File: config.mk
export PLATFORM = sky130hd
export DESIGN_NAME = illm_d1_row_serializer
export DESIGN_NICKNAME = d
export VERILOG_FILES = /design/src/rtl/illm_d1_row_serializer.sv
export SDC_FILE = /design/constraint.sdc
export NUM_CORES = 1
export LEC_CHECK = 0
export CORE_UTILIZATION = 40
export DETAILED_ROUTE_END_ITERATION = 7
export PLACE_DENSITY = 0.62
export SLEW_MARGIN = 10
export SYNTH_ARGS = -nofsm -noshare
export SYNTH_HDL_FRONTEND = slang
export SYNTH_SLANG_ARGS = --single-unit
export TNS_END_PERCENT = 100
File: constraint.sdc
create_clock -name clock -period 2.4 [get_ports clock]
set_input_delay 0.48 -clock clock [delete_from_list [all_inputs] [get_ports clock]]
set_output_delay 0.48 -clock clock [all_outputs]
set_load 0.01 [all_outputs]
File: src/rtl/illm_d1_row_serializer.sv
// Double-banked row serializer: collects one 8-lane row of tokens and emits it
// as a single token stream in lane order, filling one bank while the other drains.
module illm_d1_row_serializer #(
  parameter int WIDTH = 9,
  parameter int LANES = 8
) (
  input  logic             clock,
  input  logic             reset,
  input  logic [WIDTH-1:0] b0_d,
  input  logic             b0_e,
  input  logic             b0_v,
  output logic             b0_b,
  input  logic [WIDTH-1:0] b1_d,
  input  logic             b1_e,
  input  logic             b1_v,
  output logic             b1_b,
  input  logic [WIDTH-1:0] b2_d,
  input  logic             b2_e,
  input  logic             b2_v,
  output logic             b2_b,
  input  logic [WIDTH-1:0] b3_d,
  input  logic             b3_e,
  input  logic             b3_v,
  output logic             b3_b,
  input  logic [WIDTH-1:0] b4_d,
  input  logic             b4_e,
  input  logic             b4_v,
  output logic             b4_b,
  input  logic [WIDTH-1:0] b5_d,
  input  logic             b5_e,
  input  logic             b5_v,
  output logic             b5_b,
  input  logic [WIDTH-1:0] b6_d,
  input  logic             b6_e,
  input  logic             b6_v,
  output logic             b6_b,
  input  logic [WIDTH-1:0] b7_d,
  input  logic             b7_e,
  input  logic             b7_v,
  output logic             b7_b,
  output logic [WIDTH-1:0] out_d,
  output logic             out_e,
  output logic             out_v,
  input  logic             out_b,
  output logic             err
);

  logic [WIDTH-1:0] in_d [LANES];
  logic [LANES-1:0] in_e;
  logic [LANES-1:0] in_v;
  logic [LANES-1:0] lane_b;

  // Each entry stores {e, d}; a bank is READY when ready_q is set, otherwise
  // the bank at fill_sel_q is FILLING and the other one is FREE.
  logic [WIDTH:0]   mem_q  [2][LANES];
  logic [LANES-1:0] flag_q [2];
  logic [1:0]       ready_q, ready_d;
  logic             fill_sel_q, fill_sel_d;
  logic             drain_sel_q, drain_sel_d;
  logic [2:0]       idx_q, idx_d;
  logic             err_q, err_d;

  logic             filling;
  logic [LANES-1:0] accept;
  logic [LANES-1:0] flags_all;
  logic [LANES-1:0] row_e;
  logic             fill_done;
  logic             mismatch;
  logic             drain_fire;
  logic             drain_done;

  assign in_d[0] = b0_d;
  assign in_d[1] = b1_d;
  assign in_d[2] = b2_d;
  assign in_d[3] = b3_d;
  assign in_d[4] = b4_d;
  assign in_d[5] = b5_d;
  assign in_d[6] = b6_d;
  assign in_d[7] = b7_d;
  assign in_e = {b7_e, b6_e, b5_e, b4_e, b3_e, b2_e, b1_e, b0_e};
  assign in_v = {b7_v, b6_v, b5_v, b4_v, b3_v, b2_v, b1_v, b0_v};
  assign {b7_b, b6_b, b5_b, b4_b, b3_b, b2_b, b1_b, b0_b} = lane_b;

  always_comb begin
    filling   = ~ready_q[fill_sel_q];
    lane_b    = flag_q[fill_sel_q] | {LANES{~filling | reset}};
    accept    = in_v & ~lane_b;
    flags_all = flag_q[fill_sel_q] | accept;
    fill_done = filling & (&flags_all);

    // e bits of the completing row: fresh value for lanes landing now, stored otherwise
    row_e = '0;
    for (int i = 0; i < LANES; i++) begin
      row_e[i] = accept[i] ? in_e[i] : mem_q[fill_sel_q][i][WIDTH];
    end
    mismatch = fill_done & ~((&row_e) | ~(|row_e));

    out_v      = ready_q[drain_sel_q];
    out_d      = out_v ? mem_q[drain_sel_q][idx_q][WIDTH-1:0] : '0;
    out_e      = out_v ? mem_q[drain_sel_q][idx_q][WIDTH] : 1'b0;
    drain_fire = out_v & ~out_b;
    drain_done = drain_fire & (idx_q == 3'd7);

    ready_d = ready_q;
    if (drain_done) ready_d[drain_sel_q] = 1'b0;
    if (fill_done)  ready_d[fill_sel_q]  = 1'b1;

    // Move filling to the other bank as soon as it is (or just became) free.
    fill_sel_d = fill_sel_q;
    if (ready_d[fill_sel_q] && !ready_d[~fill_sel_q]) fill_sel_d = ~fill_sel_q;

    drain_sel_d = drain_sel_q ^ drain_done;
    idx_d       = drain_fire ? idx_q + 3'd1 : idx_q;
    err_d       = err_q | mismatch;
  end

  assign err = err_q;

  always_ff @(posedge clock) begin
    if (reset) begin
      ready_q     <= '0;
      flag_q[0]   <= '0;
      flag_q[1]   <= '0;
      fill_sel_q  <= 1'b0;
      drain_sel_q <= 1'b0;
      idx_q       <= '0;
      err_q       <= 1'b0;
    end else begin
      ready_q     <= ready_d;
      fill_sel_q  <= fill_sel_d;
      drain_sel_q <= drain_sel_d;
      idx_q       <= idx_d;
      err_q       <= err_d;
      for (int i = 0; i < LANES; i++) begin
        if (accept[i]) begin
          mem_q[fill_sel_q][i]  <= {in_e[i], in_d[i]};
          flag_q[fill_sel_q][i] <= 1'b1;
        end
      end
      if (drain_done) flag_q[drain_sel_q] <= '0;
    end
  end

endmodule

==> metrics.txt, run 1 <==
# TYPE chip_impl_metric gauge
chip_impl_metric{name="power.share.sequential",unit="%"} 52.6
chip_impl_metric{name="crit_required",unit="ps"} 1920
chip_impl_metric{name="grt_antenna_before_repair",unit=""} 0
chip_impl_metric{name="post_synthesis_net_count",unit=""} 525
chip_impl_metric{name="drt_iter0_drc",unit=""} 474
chip_impl_metric{name="grt_usage",unit="%"} 22.4
chip_impl_info{name="class_of_the_worst_hold_path",value="flip-flop to flip-flop"} 1
chip_impl_metric{name="grt_util_met2",unit="%"} 36.2
chip_impl_metric{name="post_drt_wl_per_cell",unit="microns"} 24.3
chip_impl_metric{name="holdBufCountCts",unit=""} 0
chip_impl_info{name="cts.root.buffer_cell",value="clkbuf_16"} 1
chip_impl_metric{name="p_total",unit="W"} 0.00693
chip_impl_info{name="cpMostUsedCell",value="mux4_2"} 1
chip_impl_metric{name="n_antenna_cell",unit=""} 0
chip_impl_metric{name="timing.max_cap.violations",unit=""} 0
chip_impl_metric{name="buffer_ports.inserted",unit=""} 110
chip_impl_metric{name="p_int",unit="W"} 0.00545
chip_impl_metric{name="seqCellArea",unit="sq um"} 5310
chip_impl_info{name="synth_most_common_cell",value="edfxtp_1"} 1
chip_impl_metric{name="ys_async_sr_fraction",unit="%"} 0
chip_impl_metric{name="max_slew.worst_pin.slew",unit="ps"} 465
chip_impl_metric{name="total_switching_power",unit="W"} 0.00149
chip_impl_metric{name="pre_cts_slack",unit="ps"} -455
chip_impl_metric{name="max-clock-path-buffers",unit=""} 2
chip_impl_metric{name="arrival",unit="ps"} 2430
chip_impl_metric{name="p_leak",unit="nW"} 3.58
chip_impl_metric{name="synth_edf_count",unit=""} 160
chip_impl_metric{name="global_route_total_overflow",unit=""} 0
chip_impl_metric{name="finalSetupViolations",unit=""} 10
chip_impl_metric{name="design.core.area",unit="sq um"} 18300
chip_impl_metric{name="effective_utilization_at_floorplan",unit="%"} 41.5
chip_impl_metric{name="cts_made_buffers",unit=""} 17
chip_impl_metric{name="reg_clk_slew_reported_paths",unit="ps"} 70
chip_impl_metric{name="ys_seq_area_share",unit="%"} 70.0
chip_impl_metric{name="boundaryPins",unit=""} 111
chip_impl_metric{name="layout-drive-gt1-share",unit="%"} 29.7
chip_impl_info{name="cell_types_occupying_the_most_area_after_synthesis",value="edfxtp_1 (63%), mux4_2 (15%), dfxtp_1 (6.6%), mux2i_1 (2.1%), nor2_1 (1.5%)"} 1
chip_impl_metric{name="max-vdd-ir-drop",unit="V"} 0.000484
chip_impl_metric{name="max-slew-margin-rel",unit="%"} 68.9
chip_impl_info{name="cp_cell_instances",value="buf_12 -> buf_6 -> mux4_2 -> mux4_2 -> nor2b_1 -> buf_2"} 1
chip_impl_metric{name="synth_area",unit="sq um"} 7580
chip_impl_metric{name="grt_max_degree",unit=""} 26
chip_impl_metric{name="final_min_period_over_clock_period",unit="%"} 121
chip_impl_metric{name="grt_first_pass_wirelength",unit="mm"} 30.6
chip_impl_metric{name="crit_path_max_fanout",unit=""} 6
chip_impl_metric{name="finalNetCount",unit=""} 707
chip_impl_metric{name="finalClockSkew",unit="ps"} 9.22
chip_impl_metric{name="detailedRoute.firstPassIterationCount",unit=""} 6
chip_impl_metric{name="finalWorstPathRequiredPeriod",unit="ps"} 2910
chip_impl_metric{name="clkLatencyLatePin",unit="ps"} 430
chip_impl_metric{name="drc",unit=""} 0
chip_impl_info{name="ys_dominant_reg_cell",value="edfxtp_1"} 1
chip_impl_info{name="grt_busiest_layer",value="met2"} 1
chip_impl_metric{name="die_x",unit="microns"} 140
chip_impl_metric{name="synth.lib_cells_used.distinct",unit=""} 40
chip_impl_metric{name="cts_htree_levels",unit=""} 4
chip_impl_info{name="endpoint_kind",value="output port"} 1
chip_impl_metric{name="p_per_area",unit="nW/um^2"} 674
chip_impl_info{name="netlist.top_cell.by_area",value="edfxtp_1"} 1
chip_impl_metric{name="place_congestion",unit=""} 0.886
chip_impl_info{name="grt_setup_unrepaired",value="true"} 1
chip_impl_metric{name="post-dp-hpwl",unit="mm"} 14.9
chip_impl_metric{name="fmax",unit="MHz"} 343
chip_impl_metric{name="totalWireLength",unit="mm"} 20.8
chip_impl_info{name="criticalPathCategory",value="flip-flop to output port"} 1
chip_impl_metric{name="multi_input_area",unit="sq um"} 2210
chip_impl_info{name="tritoncts_clock_tree",value="done"} 1
chip_impl_metric{name="ant_nets",unit=""} 0
chip_impl_metric{name="grt_use_met1",unit="%"} 29.3
chip_impl_info{name="synth.cells.most_frequent",value="edfxtp_1 (160), mux4_2 (50), nor2_1 (30), dfxtp_1 (25), nand2_1 (23)"} 1
chip_impl_metric{name="combPwrFrac",unit="%"} 8.4
chip_impl_info{name="violations",value="setup timing"} 1
chip_impl_metric{name="power.switching_fraction",unit="%"} 21.5
chip_impl_metric{name="fraction_of_post_synthesis_cell_area_in_the_top_cell_type_by_area",unit="%"} 63.4
chip_impl_metric{name="number_of_instances_in_the_synthesized_netlist",unit=""} 432
chip_impl_metric{name="yosys_register_bits",unit=""} 185
chip_impl_metric{name="globalRouteMet3Util",unit="%"} 5.82
chip_impl_metric{name="ys_warn_count",unit=""} 0
chip_impl_metric{name="placement.cell_area",unit="sq um"} 9470
chip_impl_metric{name="placementRows",unit=""} 49
chip_impl_metric{name="viasPerCell",unit=""} 5.56
chip_impl_info{name="run_status",value="complete, but fails checks"} 1
chip_impl_metric{name="design.die.area",unit="sq um"} 19500
chip_impl_metric{name="critical-path-max-stage-delay",unit="ps"} 550
chip_impl_metric{name="hold_viol_final",unit=""} 0
chip_impl_metric{name="chipHeight",unit="microns"} 140
chip_impl_metric{name="clock_net_sink_count",unit=""} 185
chip_impl_info{name="cp_slowest_cell",value="mux4_2"} 1
chip_impl_metric{name="fill_cells",unit=""} 1442
chip_impl_info{name="setup.worst_path.start_class",value="flip-flop"} 1
chip_impl_metric{name="final_area",unit="sq um"} 10300
chip_impl_metric{name="power.clock.fraction",unit="%"} 39.0
chip_impl_metric{name="timing.final.ws_setup",unit="ps"} -514
chip_impl_metric{name="timing.final.max_slew_violations",unit=""} 0
chip_impl_metric{name="synthesis.area_per_instance",unit="sq um"} 17.5
chip_impl_metric{name="vias",unit=""} 4756
chip_impl_metric{name="grt_pass1_vias",unit=""} 4920
chip_impl_metric{name="syn_to_final_growth",unit="%"} 35.9
==> cell families (layout without fill, tap and decap cells) <==
| logic type | Yosys count | in the layout | share of synthesized area [%] |
|---|---|---|---|
| muxes | 75 | 75 | 18.3 |
| xor gates and xnor gates | 1 | 1 | 0.116 |
| DFF | 185 | 185 | 70.0 |
| adders and majority gates | 2 | 2 | 0.330 |
| and+or+nand+nor | 100 | 100 | 6.49 |
| buffers and inverters | 33 | 228 | 1.85 |
| AOI/OAI and AO/OA | 36 | 36 | 2.87 |
==> path summary, 6_finish.rpt <==
| kind | from | to | slack (ps) | cells after the start |
|---|---|---|---|---|
| worst max-delay path | drain_sel_q | out_d[8] | -510 | 6 |
| worst min register to register | err | err | 510 | 1 |
| worst min-delay path | err | err | 510 | 1 |
| worst max register to register | flip-flop | flip-flop | 310 | 7 |
==> layout make-up <==
class / instances / share of cell area, %
clock buffers: 20 / 4.24
clock inverters: 12 / 1.22
inverters: 12 / 0.438
multi-input cells: 214 / 21.5
flip-flops and latches: 185 / 51.6
well taps: 229 / 2.78
repair buffers: 184 / 18.3
==> registers in the layout, summed over array words and instances (netlist names), named ones only <==
signal and cells:
ready_q 2, flag_q 16, fill_sel_q 1, idx_q 3, mem_q 160, err 1
drain_sel_q 1
==> cells in the final DEF, fill, tap and decap left out, types with 9 or more instances in the layout <==
master,n
edfxtp_1,160
a21oi_1,18
nand2_1,22
mux2_2,9
clkbuf_16,17
buf_6,10
dfxtp_1,23
mux4_2,50
nor2_1,30
buf_2,9
inv_1,12
buf_12,19
dlygate4sd2_1,9
mux2i_1,11
buf_4,45
clkdlybuf4s50_1,91
nand4_1,10
nor2b_1,11
==> worst max-delay path, delay by kind of cell, from the launching register on <==
| family | cells | cell delay, ps |
|---|---|---|
| buffers and inverters | 3 | 370 |
| DFF | 1 | 400 |
| muxes | 2 | 1070 |
| and+or+nand+nor | 1 | 150 |
==> power by group through the flow <==
| stage | clock network (W) | registers, W | logic, W |
|---|---|---|---|
| 3_3_place_gp | 0 | 0.00371 | 0.000573 |
| 5_1_grt | 0.00287 | 0.00366 | 0.000619 |
| 4_1_cts | 0.00275 | 0.00365 | 0.000582 |
| 2_1_floorplan | 0 | 0.00370 | 0.000222 |
| 6_report | 0.00270 | 0.00365 | 0.000584 |
| 3_5_place_dp | 0 | 0.00371 | 0.000580 |
==> layer usage <==
layer | part of all wire (%) | vias to the layer above
li1 | - | 2087
met1 | 42 | 2430
met2 | 49 | 215
met3 | 6.8 | 24
met4 | 2.0 | 0
met5 | 0 | -
==> repair_timing <==
item | in CTS | in global routing
endpoints found under the hold margin | 0 | 0
gates resized for setup | 72 | 6
cloned | 2 | 1
setup buffers | 16 | 5
setup endpoints to repair | 19 | 11
==> stage by stage <==
stage	setup TNS, ps	util (%)	std cells	hold WS (ps)
6_report	-4550	56.3	856	506
5_1_grt	-5210	56.3	856	514
4_1_cts	-4990	56.2	852	493
3_5_place_dp	-4440	51.8	802	472
3_3_place_gp	-3880	51.8	802	474
2_1_floorplan	0	-	432	454
Power figures use the tool's default switching activity.
==> run 2, diff against run 1 <==
Settings changed: CORE_UTILIZATION 40 to 49, PLACE_DENSITY 0.62 to 0.74.
==> metrics.txt, run 2 (synthesis gave the netlist of run 1 again) <==
# TYPE chip_impl_metric gauge
chip_impl_info{name="run_status",value="complete, but fails checks"} 1
chip_impl_info{name="violations",value="setup timing"} 1
chip_impl_metric{name="p_leak",unit="nW"} 3.48
chip_impl_metric{name="finalWorstPathRequiredPeriod",unit="ps"} 2880
chip_impl_info{name="endpoint_kind",value="output port"} 1
chip_impl_metric{name="hold_viol_final",unit=""} 0
chip_impl_metric{name="effective_utilization_at_floorplan",unit="%"} 50.0
chip_impl_metric{name="placementRows",unit=""} 45
chip_impl_metric{name="timing.final.max_slew_violations",unit=""} 0
chip_impl_metric{name="detailedRoute.firstPassIterationCount",unit=""} 5
chip_impl_info{name="criticalPathCategory",value="flip-flop to output port"} 1
chip_impl_metric{name="min_delay_path_depth",unit=""} 1
chip_impl_metric{name="largest_register_ffs",unit=""} 160
chip_impl_info{name="worst_path_dominant_cell_family",value="multiplexers"} 1
chip_impl_metric{name="boundaryPins",unit=""} 111
chip_impl_info{name="regToRegStartpoint",value="fill_sel_q"} 1
chip_impl_metric{name="totalWireLength",unit="mm"} 20.4
chip_impl_info{name="largest-register",value="mem_q"} 1
chip_impl_metric{name="placement.cell_area",unit="sq um"} 9330
chip_impl_metric{name="final_area",unit="sq um"} 10100
chip_impl_metric{name="clkLatencyLatePin",unit="ps"} 430
chip_impl_metric{name="grt_pass1_vias",unit=""} 4826
chip_impl_metric{name="drt_iter0_drc",unit=""} 550
chip_impl_metric{name="crit_required",unit="ps"} 1920
chip_impl_metric{name="grt_usage",unit="%"} 27.3
chip_impl_info{name="cts.root.buffer_cell",value="clkbuf_16"} 1
chip_impl_info{name="layout_top_registers",value="mem_q (160), flag_q (16), idx_q (3)"} 1
chip_impl_metric{name="grt_antenna_before_repair",unit=""} 0
chip_impl_metric{name="final_min_period_over_clock_period",unit="%"} 120
chip_impl_metric{name="finalClockSkew",unit="ps"} 8.96
chip_impl_metric{name="grt_first_pass_wirelength",unit="mm"} 30.4
chip_impl_metric{name="syn_to_final_growth",unit="%"} 32.8
chip_impl_metric{name="power.switching_fraction",unit="%"} 21.7
chip_impl_metric{name="max-clock-path-buffers",unit=""} 2
chip_impl_metric{name="design.core.area",unit="sq um"} 15100
chip_impl_info{name="class_of_the_worst_hold_path",value="flip-flop to flip-flop"} 1
chip_impl_metric{name="grt_max_degree",unit=""} 26
chip_impl_metric{name="p_total",unit="W"} 0.00686
chip_impl_info{name="crit-reg2reg-capture",value="mem_q[1][76]"} 1
chip_impl_metric{name="die_x",unit="microns"} 126
chip_impl_metric{name="viasPerCell",unit=""} 5.96
chip_impl_metric{name="timing.max_cap.violations",unit=""} 0
chip_impl_metric{name="hold_ws",unit="ps"} 498
chip_impl_metric{name="chipHeight",unit="microns"} 126
chip_impl_metric{name="arrival",unit="ps"} 2400
chip_impl_metric{name="power.share.sequential",unit="%"} 53.2
chip_impl_metric{name="post-dp-hpwl",unit="mm"} 14.1
chip_impl_metric{name="total_switching_power",unit="W"} 0.00149
chip_impl_metric{name="cts_made_buffers",unit=""} 17
chip_impl_info{name="cp_cell_instances",value="buf_6 -> buf_12 -> buf_12 -> mux4_2 -> mux4_2 -> nor2b_4 -> buf_6"} 1
chip_impl_metric{name="crit_path_max_fanout",unit=""} 8
chip_impl_metric{name="global_route_total_overflow",unit=""} 0
chip_impl_metric{name="timing.critical_path.buf_inv",unit=""} 4
chip_impl_info{name="grt_setup_unrepaired",value="true"} 1
chip_impl_metric{name="p_int",unit="W"} 0.00537
chip_impl_metric{name="place_congestion",unit=""} 0.832
chip_impl_metric{name="post_drt_wl_per_cell",unit="microns"} 25.5
chip_impl_metric{name="r2r_setup_slack",unit="ps"} 260
chip_impl_metric{name="reg_clk_slew_reported_paths",unit="ps"} 70
chip_impl_info{name="cp_slowest_cell",value="mux4_2"} 1
chip_impl_metric{name="vias",unit=""} 4763
chip_impl_metric{name="power.clock.fraction",unit="%"} 38.5
chip_impl_metric{name="fmax",unit="MHz"} 348
chip_impl_info{name="holdPathEnd",value="err"} 1
chip_impl_metric{name="buffer_ports.inserted",unit=""} 110
chip_impl_metric{name="setup-tns-final",unit="ps"} -4370
chip_impl_metric{name="layout-drive-gt1-share",unit="%"} 28.3
chip_impl_metric{name="timing.final.ws_setup",unit="ps"} -477
chip_impl_info{name="tritoncts_clock_tree",value="done"} 1
chip_impl_metric{name="max-slew-margin-rel",unit="%"} 70.6
chip_impl_metric{name="max_slew.worst_pin.slew",unit="ps"} 436
chip_impl_metric{name="critical-path-max-stage-delay",unit="ps"} 490
chip_impl_metric{name="worstRegToRegCells",unit=""} 7
chip_impl_metric{name="n_antenna_cell",unit=""} 0
chip_impl_info{name="holdCritStartpoint",value="err"} 1
chip_impl_metric{name="cts_htree_levels",unit=""} 4
chip_impl_metric{name="finalSetupViolations",unit=""} 10
chip_impl_info{name="cp-startpoint",value="drain_sel_q"} 1
chip_impl_metric{name="clock_net_sink_count",unit=""} 185
chip_impl_info{name="mostFrequentLayoutCell",value="edfxtp_1"} 1
chip_impl_metric{name="combPwrFrac",unit="%"} 8.3
chip_impl_metric{name="drc",unit=""} 0
chip_impl_info{name="most-common-layout-cells",value="edfxtp_1 (160), clkdlybuf4s50_1 (92), mux4_2 (50), buf_4 (35), nor2_1 (30)"} 1
chip_impl_info{name="setup.worst_path.start_class",value="flip-flop"} 1
chip_impl_metric{name="ant_nets",unit=""} 0
chip_impl_metric{name="pre_cts_slack",unit="ps"} -381
chip_impl_metric{name="design.die.area",unit="sq um"} 16000
chip_impl_metric{name="p_per_area",unit="nW/um^2"} 681
chip_impl_metric{name="max-vdd-ir-drop",unit="V"} 0.000528
chip_impl_metric{name="finalNetCount",unit=""} 691
run 2: cell count changes in the layout (fill, tap and decap cells not counted), moves of 2 or more:
cell	change
buf_4	-10
mux2i_2	+4
buf_6	-3
buf_12	-2
clkinv_4	-2
dlygate4sd2_1	-2
inv_6	+2
mux2i_1	-2
mux2i_4	-2
run 2: worst max-delay path by stage:
stage	to	slack, ps	depth (start not counted)
finish	out_d[1]	-480	7
global route	out_d[1]	-550	7
CTS	out_d[3]	-510	6
detailed placement	out_d[7]	-380	5
global placement	out_d[5]	-360	5
floorplan	out_d[4]	30	5
run 2: final cells by class:
cell class,count,area [sq um]
clock buffers,22,454
clock inverters,10,93.8
fillers,1017,5080
inverters,12,45.0
multi-input cells,214,2190
flip-flops and latches,185,5310
well taps,188,235
repair buffers,168,1730
run 2: power by group through the flow:
stage	clock, W	sequential, W	combinational, W
floorplan	0	0.00370	0.000222
global placement	0	0.00371	0.000551
detailed placement	0	0.00371	0.000559
CTS	0.00266	0.00365	0.000561
global route	0.00278	0.00365	0.000599
finish	0.00264	0.00365	0.000568
run 2: stage by stage:
step	util (%)	cells
2_1_floorplan	-	432
3_3_place_gp	61.6	753
3_5_place_dp	61.6	753
4_1_cts	66.5	801
5_1_grt	66.5	799
6_report	66.5	799
run 2: metal layers:
| layer | share of wire, % | vias up | track usage (%) |
|---|---|---|---|
| met5 | 0 | - | 0 |
| met1 | 42 | 2432 | 38.1 |
| met4 | 1.3 | 0 | 8.22 |
| met2 | 49 | 261 | 43.9 |
| met3 | 7.8 | 19 | 5.48 |
| li1 | - | 2051 | - |
run 2: what timing repair did:
| action | 4_1_cts | 5_1_grt |
|---|---|---|
| setup buffers | 14 | 1 |
| hold buffers | 0 | 0 |
| gates cloned | 2 | 0 |
| resized for setup | 64 | 16 |
| setup endpoints to repair | 17 | 13 |
